**src/rtl/response_router.sv**
```systemverilog
// response_router: splits a response stream into two per-port FIFOs by ID MSB
//   clk                      rising-edge clock
//   reset                    synchronous, active-low reset
//   in_data/in_id/in_valid   response from the shared resource
//   out_stall                upstream backpressure (either queue full)
//   out_data_n/out_id_n      head of queue n
//   out_valid_n              queue n non-empty
//   in_stall_n               consumer backpressure for port n
//   delivered_n              wrapping count of pops at port n
`ifndef DATA_WIDTH
`define DATA_WIDTH 8
`endif
`ifndef ID_WIDTH
`define ID_WIDTH 4
`endif
module response_router #(
    parameter int FIFO_DEPTH = 4,
    parameter int CNT_WIDTH  = 16
) (
    input  logic                   clk,
    input  logic                   reset,
    input  logic [`DATA_WIDTH-1:0] in_data,
    input  logic [`ID_WIDTH-1:0]   in_id,
    input  logic                   in_valid,
    output logic                   out_stall,
    output logic [`DATA_WIDTH-1:0] out_data_1,
    output logic [`DATA_WIDTH-1:0] out_data_2,
    output logic [`ID_WIDTH-1:0]   out_id_1,
    output logic [`ID_WIDTH-1:0]   out_id_2,
    output logic                   out_valid_1,
    output logic                   out_valid_2,
    input  logic                   in_stall_1,
    input  logic                   in_stall_2,
    output logic [CNT_WIDTH-1:0]   delivered_1,
    output logic [CNT_WIDTH-1:0]   delivered_2
);
    localparam int AW = $clog2(FIFO_DEPTH);

    logic [`DATA_WIDTH-1:0] w_head_data [2];
    logic [`ID_WIDTH-1:0]   w_head_id   [2];
    logic [CNT_WIDTH-1:0]   w_dlv       [2];
    logic [1:0]             w_valid;
    logic [1:0]             w_full;
    logic [1:0]             w_in_stall;

    assign w_in_stall = {in_stall_2, in_stall_1};
    // derived from registered counts only, so no path from in_valid/in_id
    assign out_stall  = |w_full;

    for (genvar p = 0; p < 2; p++) begin : g_q
        logic [`DATA_WIDTH-1:0] r_data [FIFO_DEPTH];
        logic [`ID_WIDTH-1:0]   r_id   [FIFO_DEPTH];
        logic [AW-1:0]          r_wp;
        logic [AW-1:0]          r_rp;
        logic [AW:0]            r_cnt;
        logic [CNT_WIDTH-1:0]   r_dlv;
        logic                   w_push;
        logic                   w_pop;

        assign w_push         = in_valid && !out_stall && (in_id[`ID_WIDTH-1] == 1'(p));
        assign w_pop          = w_valid[p] && !w_in_stall[p];
        assign w_valid[p]     = r_cnt != '0;
        assign w_full[p]      = r_cnt == (AW+1)'(FIFO_DEPTH);
        assign w_head_data[p] = r_data[r_rp];
        assign w_head_id[p]   = r_id[r_rp];
        assign w_dlv[p]       = r_dlv;

        // pointers are AW bits wide, so they wrap modulo FIFO_DEPTH naturally
        always_ff @(posedge clk) begin
            if (!reset) begin
                r_wp  <= '0;
                r_rp  <= '0;
                r_cnt <= '0;
                r_dlv <= '0;
            end else begin
                if (w_push) begin
                    r_data[r_wp] <= in_data;
                    r_id[r_wp]   <= in_id;
                    r_wp         <= r_wp + AW'(1);
                end
                if (w_pop) begin
                    r_rp  <= r_rp + AW'(1);
                    r_dlv <= r_dlv + CNT_WIDTH'(1);
                end
                r_cnt <= r_cnt + (AW+1)'(w_push) - (AW+1)'(w_pop);
            end
        end
    end

    assign out_data_1  = w_head_data[0];
    assign out_data_2  = w_head_data[1];
    assign out_id_1    = w_head_id[0];
    assign out_id_2    = w_head_id[1];
    assign out_valid_1 = w_valid[0];
    assign out_valid_2 = w_valid[1];
    assign delivered_1 = w_dlv[0];
    assign delivered_2 = w_dlv[1];
endmodule

```
**config.mk**
```make
export PLATFORM = sky130hd
export DESIGN_NAME = response_router
export DESIGN_NICKNAME = d
export VERILOG_FILES = /design/src/rtl/response_router.sv
export SDC_FILE = /design/constraint.sdc
export NUM_CORES = 1
export LEC_CHECK = 0
export ABC_AREA = 1
export BUFFER_PORTS_ARGS = -buffer_cell sky130_fd_sc_hd__buf_2
export CORE_MARGIN = 2
export CORE_UTILIZATION = 49
export DETAILED_ROUTE_END_ITERATION = 10
export GPL_TIMING_DRIVEN = 1
export PLACE_DENSITY = 0.68
export SLEW_MARGIN = 5
export SYNTH_ARGS = -nofsm -noshare
export SYNTH_HDL_FRONTEND = slang
export SYNTH_SLANG_ARGS = --single-unit
```
**constraint.sdc**
```tcl
create_clock -name clk -period 2.5 [get_ports clk]
set_input_delay 0.125 -clock clk [delete_from_list [all_inputs] [get_ports clk]]
set_output_delay 0.125 -clock clk [all_outputs]
set_load 0.03 [all_outputs]
```
==> flow_summary.toml <==
[clocking]
ctsHoldBuffers = 2
post_cts_resized = 0
cts_buffers = 17
clk_latency_ns = 0.42
root_buffer = "clkbuf_16"
h-tree-depth = 4
cts_buffer_depth = 2
path_clk_slew_ns = 0.06
cts_setup_buffers = 0
clock_sinks = 146
cts_tree = "done"

[die]
fp-row-count = 41
die_y_um = 117
initial_core_util_pct = 49.8
die-area_um2 = 13600
coreArea_um2 = 12500
ios = 76
die_w_um = 117

[critical_path]
slowest_delay_ns = 0.44
arrival_ns = 2.55
required_ns = 2.85
critical_path_class = "reg2reg"
end_kind = "register"
worstPathCellList = "nor2_4, nand2_4, nand4_2, ha_1, inv_1, ha_1, inv_1, fa_1, xnor2_1, o21ai_0, a21oi_1"
critical-path-slowest-cell = "dfxtp_1"
startpoint_type = "register"
cp_max_fo = 6

[logic_synthesis]
netlist_area_um2 = 6230
syn_nets = 653
yosysWarnings = 0
synth-seq-cells = 146
synth-seq-area-share_pct = 62.3
synth_top_area_cell = "edfxtp_1"
synthDistinctLibCells = 31
synth_top_area_share_pct = 46.2
syn-instance-count = 620
yosysMostFrequentCell = "nor2_1"
synthArstFlopShare_pct = 0
synth_commonest_cells = "nor2_1, edfxtp_1, nand2_1"
synth-edff-count = 96
avgSynthCellArea_um2 = 10.1
synth_ff_type = "edfxtp_1"
synthTopCellsByArea = "edfxtp_1, dfxtp_1, nor2_1, o21ai_0, nand2_1"

[route]
routed_wl_mm = 12.7
postRouteAntennaNets = 0
drtIter0Drc = 342
post_drt_wl_per_cell_um = 14.2
vias = 4503
via_per_inst = 5.03
drc = 0
first_pass_iters = 4

[sta]
fin_hold_ws_ns = 0.00112
finalCritPeriodShare_pct = 88.0
tightestPinTransition_ns = 0.685
finalHoldViolations = 0
fin_ws_ns = 0.299
slew_violations = 0
rsz0062_at_grt = "false"
slew_headroom_pct = 54.3
finalClockSkew_ns = 0.0125
fmax_mhz = 454
tns_ns = 0
finalWorstPathRequiredPeriod_ns = 2.20
final-setup-viol-count = 0

[min_path]
hp-class = "in2reg"

[placed_design]
dp_slack_ns = 0.306
hpwl_mm = 8.39
io_buffers = 75
gp_congestion = 0.798
place_area_um2 = 6840
dp_cells = 861

[global_routing]
grt_pass1_vias = 4370
grt.overflow.total = 0
grt_use_total_pct = 19.8
grt_pass1_wl_mm = 20.5
antenna_found_initial = 0
grt_start_max_net_pins = 42

[power_and_ir_drop]
power.leakage_nw = 2.92
p_per_area_nw_per_um2 = 930
vdd_drop_max_uv = 480
total_power_mw = 6.88

[final_layout]
n_fill_cell = 1100
syn_to_final_growth_pct = 18.7
finalInstanceArea_um2 = 7400
ff_latch_area_um2 = 3880
n_antenna_cell = 0
multi_input_area_um2 = 2000
layout.cells.non_filler = 895
drive_gt1_share_pct = 19.2
nets = 743
post-route-util_pct = 59.1

[job]
cap_violations = 0

[outcome]
status = "completed"
cells by family (layout without fill, tap and decap cells):
| family | Yosys count | after routing | synth area share [%] |
|---|---|---|---|
| simple gates | 250 | 250 | 18.1 |
| flops | 146 | 146 | 62.3 |
| fa+ha+maj | 16 | 16 | 3.45 |
| xor+xnor | 4 | 4 | 0.562 |
| compound gates | 113 | 113 | 9.95 |
| buf+inv | 91 | 194 | 5.62 |
registers in the layout (all words and copies together), names as in the netlist, named ones only:
name,count
delivered_1,16
delivered_2,16
g_q.r_cnt,6
g_q.r_data,64
g_q.r_id,32
g_q.r_rp,4
g_q.r_wp,4
final cells by class:
cell class	instances	area share, %
Sequential cell	146	52.5
Multi-Input combinational cell	383	27.0
Timing Repair Buffer	88	6.46
Clock buffer	17	5.75
Inverter	74	3.75
Tap cell	172	2.91
Clock inverter	15	1.59
layout by cell type (no fill, tap or decap), types with 3 or more instances in the layout:
cell type   count
nand2_1        76
ha_1           14
clkinv_2        3
inv_1          72
nand3_1        19
clkinv_1        4
buf_4          11
nand4_1        10
xnor2_1         4
nand2_4         4
clkbuf_16      17
nor3_1          5
buf_2          75
nor2_1        117
clkinvlp_4      3
nor2_4          7
edfxtp_1       96
o22ai_1        24
o21ai_0        65
dfxtp_1        50
a21oi_1        19
nand2_2         5
path summary, 6_finish.rpt:
check	from	endpoint	slack, ns	cells after the start
worst min-delay path	in_id[2]	g_q[1].r_id[1][2]	0.001	1
worst max-delay path	g_q[1].r_cnt[1]	g_q[0].r_cnt[2]	0.30	11
worst max register to register	g_q[1].r_cnt[1]	g_q[0].r_cnt[2]	0.30	11
worst min register to register	g_q[0].r_rp[1]	g_q[0].r_rp[1]	0.47	2
report_power, final:
group / switching (mW) / internal (mW) / total [mW]
Clock: 0.959 / 1.35 / 2.31
Sequential: 0.124 / 2.73 / 2.85
Combinational: 1.22 / 0.495 / 1.71
worst max-delay path, delay by kind of cell, from the launching register on:
family | cells | cell delay (ns)
adders and majority gates | 3 | 0.82
DFF | 1 | 0.44
and+or+nand+nor | 3 | 0.34
AOI/OAI and AO/OA | 2 | 0.23
xor gates and xnor gates | 1 | 0.19
buffers and inverters | 2 | 0.10
per-layer routing:
metal	global-route usage [%]	wire [µm]	vias to the layer above
li1	-	-	2267
met1	22.8	5480	2121
met2	35.4	6520	105
met3	5.41	617	10
met4	7.06	97	0
met5	0	0	-
No activity file was read; power rests on OpenSTA's default activity.
